**src/rtl/biriscv_csr_hpm.sv**
```systemverilog
// Machine-mode counter CSRs: mcycle, minstret, mhpmcounter3.. with event
// selectors, mcountinhibit and sticky per-counter overflow flags.
module biriscv_csr_hpm #(
    parameter int NUM_COUNTERS = 4,
    parameter int COUNTER_W    = 64,
    parameter int EVENT_W      = 8
) (
    input  logic                    clk_i,
    input  logic                    rst_ni,
    input  logic                    csr_ren_i,
    input  logic [11:0]             csr_raddr_i,
    output logic [31:0]             csr_rdata_o,
    output logic                    csr_hit_o,
    input  logic                    csr_wen_i,
    input  logic [11:0]             csr_waddr_i,
    input  logic [31:0]             csr_wdata_i,
    input  logic [1:0]              retire_count_i,
    input  logic [EVENT_W-1:0]      event_i,
    output logic [NUM_COUNTERS-1:0] ovf_o
);

    // Keep arrays non-empty even when no programmable counters are built.
    localparam int NC = (NUM_COUNTERS > 0) ? NUM_COUNTERS : 1;
    localparam int HW = COUNTER_W - 32;

    typedef logic [COUNTER_W-1:0] cnt_t;

    cnt_t        r_mcycle;
    cnt_t        r_minstret;
    cnt_t        r_hpm   [NC];
    logic [7:0]  r_event [NC];
    logic [31:0] r_inhibit;
    logic [NC-1:0] r_ovf;
    logic [31:0] r_rdata;
    logic        r_hit;

    logic [4:0]  w_widx;
    logic        w_wlo;
    logic        w_whi;
    logic        w_wev;
    logic [1:0]  w_ret;
    logic [31:0] w_inh_mask;
    cnt_t        w_mcycle_nxt;
    cnt_t        w_minstret_nxt;
    cnt_t        w_hpm_nxt [NC];
    logic [NC-1:0] w_hpm_wlo;
    logic [NC-1:0] w_hpm_whi;
    logic [NC-1:0] w_hpm_inc;
    logic [NC-1:0] w_ovf_nxt;
    logic [6:0]  w_rgrp;
    logic [4:0]  w_ridx;
    logic        w_rd_is_cnt;
    logic        w_rd_is_hi;
    cnt_t        w_rd_cnt;
    logic [31:0] w_rd_data;
    logic        w_rd_hit;

    // Write group decode: B00-B1F low halves, B80-B9F high halves, 320-33F events.
    assign w_widx = csr_waddr_i[4:0];
    assign w_wlo  = csr_wen_i && (csr_waddr_i[11:5] == 7'h58);
    assign w_whi  = csr_wen_i && (csr_waddr_i[11:5] == 7'h5C);
    assign w_wev  = csr_wen_i && (csr_waddr_i[11:5] == 7'h19);

    // A write to one half replaces it and drops this cycle's increment
    // entirely, so no carry leaks into the other half.
    function automatic cnt_t f_step(input cnt_t cnt, input logic [1:0] inc,
                                    input logic wlo, input logic whi,
                                    input logic [31:0] wd);
        cnt_t res;
        if (wlo)
            res = {cnt[COUNTER_W-1:32], wd};
        else if (whi)
            res = {wd[HW-1:0], cnt[31:0]};
        else
            res = cnt + cnt_t'(inc);
        return res;
    endfunction

    // Selector v counts event_i[v-1]; 0 and out-of-range values count nothing.
    function automatic logic f_evt_sel(input logic [7:0] v, input logic [EVENT_W-1:0] ev);
        logic sel;
        sel = 1'b0;
        for (int e = 0; e < EVENT_W; e++)
            if (v == 8'(e + 1))
                sel = sel | ev[e];
        return sel;
    endfunction

    // Next-state for every counter and overflow flag.
    always_comb begin
        w_inh_mask = 32'h0000_0005;
        for (int i = 0; i < NUM_COUNTERS; i++)
            w_inh_mask[3+i] = 1'b1;
        w_ret = (retire_count_i == 2'd3) ? 2'd2 : retire_count_i;
        w_mcycle_nxt = f_step(r_mcycle, {1'b0, !r_inhibit[0]},
                              w_wlo && (w_widx == 5'd0), w_whi && (w_widx == 5'd0), csr_wdata_i);
        w_minstret_nxt = f_step(r_minstret, r_inhibit[2] ? 2'd0 : w_ret,
                                w_wlo && (w_widx == 5'd2), w_whi && (w_widx == 5'd2), csr_wdata_i);
        w_hpm_wlo = '0;
        w_hpm_whi = '0;
        w_hpm_inc = '0;
        w_ovf_nxt = r_ovf;
        for (int i = 0; i < NC; i++) begin
            w_hpm_wlo[i] = w_wlo && (w_widx == 5'(3 + i));
            w_hpm_whi[i] = w_whi && (w_widx == 5'(3 + i));
            w_hpm_inc[i] = !r_inhibit[3+i] && f_evt_sel(r_event[i], event_i);
            w_hpm_nxt[i] = f_step(r_hpm[i], {1'b0, w_hpm_inc[i]},
                                  w_hpm_wlo[i], w_hpm_whi[i], csr_wdata_i);
            if (w_hpm_wlo[i] || w_hpm_whi[i])
                w_ovf_nxt[i] = 1'b0;
            else if (w_hpm_inc[i] && (&r_hpm[i]))
                w_ovf_nxt[i] = 1'b1;
        end
    end

    // Counter, selector and inhibit state.
    always_ff @(posedge clk_i or negedge rst_ni) begin
        if (!rst_ni) begin
            r_mcycle   <= '0;
            r_minstret <= '0;
            r_inhibit  <= '0;
            r_ovf      <= '0;
            for (int i = 0; i < NC; i++) begin
                r_hpm[i]   <= '0;
                r_event[i] <= '0;
            end
        end else begin
            r_mcycle   <= w_mcycle_nxt;
            r_minstret <= w_minstret_nxt;
            r_ovf      <= w_ovf_nxt;
            if (w_wev && (w_widx == 5'd0))
                r_inhibit <= csr_wdata_i & w_inh_mask;
            for (int i = 0; i < NC; i++) begin
                r_hpm[i] <= w_hpm_nxt[i];
                if (w_wev && (w_widx == 5'(3 + i)) && (i < NUM_COUNTERS))
                    r_event[i] <= csr_wdata_i[7:0];
            end
        end
    end

    // Read decode against pre-update state; N=1 (time) is not owned here.
    always_comb begin
        w_rgrp      = csr_raddr_i[11:5];
        w_ridx      = csr_raddr_i[4:0];
        w_rd_is_cnt = (w_rgrp == 7'h58) || (w_rgrp == 7'h5C) ||
                      (w_rgrp == 7'h60) || (w_rgrp == 7'h64);
        w_rd_is_hi  = (w_rgrp == 7'h5C) || (w_rgrp == 7'h64);
        w_rd_cnt    = '0;
        w_rd_data   = '0;
        w_rd_hit    = 1'b0;
        if (w_ridx == 5'd0)
            w_rd_cnt = r_mcycle;
        else if (w_ridx == 5'd2)
            w_rd_cnt = r_minstret;
        for (int i = 0; i < NUM_COUNTERS; i++)
            if (w_ridx == 5'(3 + i))
                w_rd_cnt = r_hpm[i];
        if (w_rd_is_cnt) begin
            w_rd_hit  = (w_ridx != 5'd1);
            w_rd_data = w_rd_is_hi ? 32'(w_rd_cnt[COUNTER_W-1:32]) : w_rd_cnt[31:0];
        end else if (w_rgrp == 7'h19) begin
            if (w_ridx == 5'd0) begin
                w_rd_hit  = 1'b1;
                w_rd_data = r_inhibit;
            end else if (w_ridx >= 5'd3) begin
                w_rd_hit = 1'b1;
                for (int i = 0; i < NUM_COUNTERS; i++)
                    if (w_ridx == 5'(3 + i))
                        w_rd_data = {24'd0, r_event[i]};
            end
        end
    end

    // Registered read port; idle cycles return zero.
    always_ff @(posedge clk_i or negedge rst_ni) begin
        if (!rst_ni) begin
            r_rdata <= '0;
            r_hit   <= 1'b0;
        end else if (csr_ren_i) begin
            r_rdata <= w_rd_data;
            r_hit   <= w_rd_hit;
        end else begin
            r_rdata <= '0;
            r_hit   <= 1'b0;
        end
    end

    assign csr_rdata_o = r_rdata;
    assign csr_hit_o   = r_hit;
    assign ovf_o       = r_ovf[NUM_COUNTERS-1:0];

endmodule

```
**config.mk**
```make
export PLATFORM = sky130hd
export DESIGN_NAME = biriscv_csr_hpm
export DESIGN_NICKNAME = d
export VERILOG_FILES = /design/src/rtl/biriscv_csr_hpm.sv
export SDC_FILE = /design/constraint.sdc
export NUM_CORES = 2
export LEC_CHECK = 0
export CORE_MARGIN = 8
export CORE_UTILIZATION = 58
export CTS_CLUSTER_SIZE = 20
export DETAILED_ROUTE_END_ITERATION = 7
export PLACE_DENSITY = 0.84
export RECOVER_POWER = 25
export REMOVE_ABC_BUFFERS = 1
export SKIP_CTS_REPAIR_TIMING = 1
export SLEW_MARGIN = 20
export SYNTH_ARGS = -nofsm -noshare
export SYNTH_HDL_FRONTEND = slang
export SYNTH_SLANG_ARGS = --single-unit
export TNS_END_PERCENT = 20
```
**constraint.sdc**
```tcl
create_clock -name clk_i -period 4.21 [get_ports clk_i]
set_clock_uncertainty 0.05 [all_clocks]
set_input_delay 0.842 -clock clk_i [delete_from_list [all_inputs] [get_ports clk_i]]
set_output_delay 0.842 -clock clk_i [all_outputs]
set_load 0.02 [all_outputs]
```
==> run_results.csv <==
group,metric,value,unit
cells_and_area,area_delta_synth_final,14.8,%
route,vias,34300,
grt,track_usage,40.5,%
sta,rsz0062_at_grt,"false",
die,fp-row-count,84,
route,firstDrtPassIters,7,
placed_design,dp_hpwl,87900,um
worst_hold_path,hold_class,"flop to flop",
cts,cts_sinks,459,
synthesis,yosysTopAreaCell,"dfrtp_1",
grt,grt_use_met2,61.1,%
synthesis,syn-instance-count,3763,
die,start_util,58.7,%
synthesis,yosys_register_bits,459,
sta,fin_crit,3.91,ns
synthesis,ys_types,81,
critical_path,worstSetupEndpointType,"flop",
grt,met1_usage,50.1,%
route,routed_wl,127000,um
sta,final.period_utilization,92.8,%
critical_path,worstPathArrival,4.32,ns
synthesis,syn_area_per_cell,8.20,sq um
synthesis,synthTopCellsByArea,"dfrtp_1 37%, nand2_1 5.8%, o21ai_0 5.1%, nand3_1 3.6%, a21oi_1 3.5%",
critical_path,crit_slowest_cell,"clkdlybuf4s50_1",
sta,slew_violations,82,
critical_path,critical_path.max_fanout,4,
sta,hold_viol,0,
cts,htreeDepth,2,
power_and_ir_drop,p_per_area,299,mW/mm^2
grt,grt_pass1_wl,192000,um
cts,cts_root_buffer,"clkbuf_16",
worst_hold_path,min_to,"r_hpm[167]$_DFFE_PN0N_",
worst_hold_path,hold_depth,1,
placed_design,numPortBuffers,106,
placed_design,dpl.cell_count,4449,
sta,clock.fmax,256,MHz
synthesis,seq_area_frac_synth,37.2,%
die,io_pins,107,
route,routedWlPerCell,28.0,um
run_status,outcome,"finished, violations left",
grt,grt_max_degree,115,
die,die_area,0.0609,sq mm
synthesis,synth-edff-count,0,
cts,insertion_delay,0.63,ns
cts,cts_buffers,52,
synthesis,synth_flop_cell,"dfrtp_1",
placed_design,place.gp.congestion,1.04,
route,viasPerCell,7.55,
grt,busiest_layer,"met2",
sta,tightest_slew,2.39,ns
cts,path_clk_slew,0.06,ns
route,drtIter0Drc,5674,
sta,holdWs,0.450,ns
sta,maxSlewHeadroom,-59.3,%
synthesis,syn_area,0.0309,sq mm
power_and_ir_drop,peakVddDrop,0.348,mV
cells_and_area,drive_gt1_share,11.3,%
grt,antenna_found_initial,2,
critical_path,cp.required,4.62,ns
critical_path,r2r-start,"r_event[24]$_DFFE_PN0P_",
cells_and_area,fill_cells,4382,
cells_and_area,final_nets,3898,
route,drc,0,
critical_path,timing.rr.end,"r_hpm[240]$_DFFE_PN0N_",
sta,setup_viol,0,
die,fp.coreArea,0.0526,sq mm
synthesis,synth_top_area_share,37.2,%
critical_path,rr_worst_depth,13,
die,die_y,247,um
cts,cts_tree,"yes",
grt,gr-total-overflow,0,
power_and_ir_drop,power,10.6,mW
run_status,violations,"capacitance limit, slew limit",
synthesis,async_reset_ff_share,100,%
grt,use_met3,12.4,%
critical_path,r2r_slack,0.49,ns
worst_hold_path,hold_start,"r_hpm[167]$_DFFE_PN0N_",
grt,grt_pass1_vias,32100,
cts,cts_buffer_depth,3,
critical_path,critical_path.startpoint_type,"input pin",
power_and_ir_drop,p_leak,13.9,nW
route,ant_nets,0,
flow_run,maxCapViolCount,1,
cells_and_area,num_antenna_cells,0,
die,die-width,247,um
critical_path,slowest_delay,0.52,ns
critical_path,path_cells,"clkdlybuf4s50_1 -> mux2i_1 -> o21ai_0 -> o21a_1 -> o21ai_0 -> a21oi_1 -> ha_1 -> ha_1 -> nand3_1 -> nor4_1 -> nand2_1 -> or3_1 -> o311ai_0 -> o311ai_0",
critical_path,path_class,"input pin to flop",
synthesis,ys.warnings.count,0,
cells_and_area,final_cells,4544,
[worst max path at each step]
| stage | start | end | slack [ns] | cells past startpoint |
|---|---|---|---|---|
| 2_1_floorplan | csr_waddr_i[9] | r_hpm[197]$_DFFE_PN0P_ | -2.39 | 5 |
| 3_3_place_gp | event_i[2] | r_hpm[52]$_DFFE_PN0N_ | -0.09 | 15 |
| 3_5_place_dp | event_i[2] | r_hpm[34]$_DFFE_PN0N_ | -0.31 | 15 |
| 4_1_cts | event_i[2] | r_hpm[53]$_DFFE_PN0N_ | 0.36 | 14 |
| 5_1_grt | event_i[2] | r_hpm[53]$_DFFE_PN0N_ | 0.02 | 14 |
| 6_report | event_i[2] | r_hpm[56]$_DFFE_PN0N_ | 0.30 | 14 |
[registers in the layout, summed over array words and instances, names as in the netlist]
name and flops:
r_hpm 256, r_mcycle 64, r_minstret 64, csr_rdata_o 32
r_event 32, r_inhibit 6, ovf_o 4, csr_hit_o 1
[placed cells by master (no fill, tap or decap), types with 13 or more instances in the layout]
cell / count
nand4_1: 116
nand3_1: 224
a311oi_1: 20
o211ai_1: 90
buf_4: 190
mux4_2: 19
o311ai_0: 107
o21ai_0: 313
nor2_1: 230
a221o_1: 59
inv_1: 56
nand2b_1: 24
a21oi_1: 213
and3_1: 81
or3_1: 29
clkdlybuf4s50_1: 98
o211a_1: 13
buf_12: 22
nor3_1: 82
a41oi_1: 14
and4_1: 38
a21o_1: 30
a211oi_1: 51
a22oi_1: 90
o31ai_1: 21
a31oi_1: 67
a32oi_1: 25
nand2_1: 479
nor3b_1: 20
dfrtp_1: 459
mux2i_1: 72
nor4_1: 51
o22ai_1: 22
or4_1: 41
clkbuf_16: 53
mux2_2: 42
and2_1: 38
[Yosys cell counts, types with 72 or more instances]
cell type / number
a21oi_1: 213
a22oi_1: 90
and3_1: 81
clkbuf_1: 282
dfrtp_1: 459
mux2i_1: 72
nand2_1: 479
nand3_1: 224
nand4_1: 116
nor2_1: 242
nor3_1: 88
o211ai_1: 90
o21ai_0: 314
o311ai_0: 107
[cells by family after synthesis]
group / after synthesis / share of synthesized area, %
xor+xnor: 3 / 0.0851
mux: 133 / 5.25
fa+ha+maj: 13 / 0.551
compound gates: 1231 / 27.0
flops: 459 / 37.2
buf+inv: 378 / 4.63
simple gates: 1546 / 25.3
[per-stage QoR]
stage               setup WS, ns  TNS [ns]  util (%)  instance area [sq um]
finish                     0.301         0      67.4                  35400
floorplan                  -2.39   -590.72         -                  29700
global route              0.0199         0      67.4                  35400
detailed placement        -0.309     -5.34      63.9                  33600
global placement         -0.0896    -0.916      63.9                  33600
CTS                        0.362         0      67.5                  35500
[cell type report]
| cell class | count | area, sq um | area share (%) |
|---|---|---|---|
| Inverter | 57 | 214 | 0.604 |
| Clock inverter | 29 | 475 | 1.34 |
| Multi-Input combinational cell | 2926 | 18100 | 51.0 |
| Timing Repair Buffer | 319 | 2890 | 8.16 |
| Clock buffer | 66 | 1430 | 4.02 |
| Tap cell | 688 | 861 | 2.43 |
| Sequential cell | 459 | 11500 | 32.4 |
[where the power goes]
part	leakage, nW	switching (mW)	internal (mW)	total, mW
Combinational	6.84	0.538	0.246	0.784
Sequential	6.15	0.119	4.49	4.61
Clock	0.914	2.07	3.13	5.20
[worst max-delay path, delay by kind of cell]
family	cells	cell delay, ns
buffers and inverters	1	0.52
multiplexers	1	0.09
AND/OR/NAND/NOR	4	1.22
AO/OA/AOI/OAI	6	1.24
adder cells (fa/ha/maj)	2	0.41
[per-layer routing]
layer  up-vias  part of all wire, %
met3       651                   14
met2      2749                   44
met4         2                  7.7
met5         -                0.010
met1     16300                   35
li1      14600                    -
(Power assumes the default switching activity.)
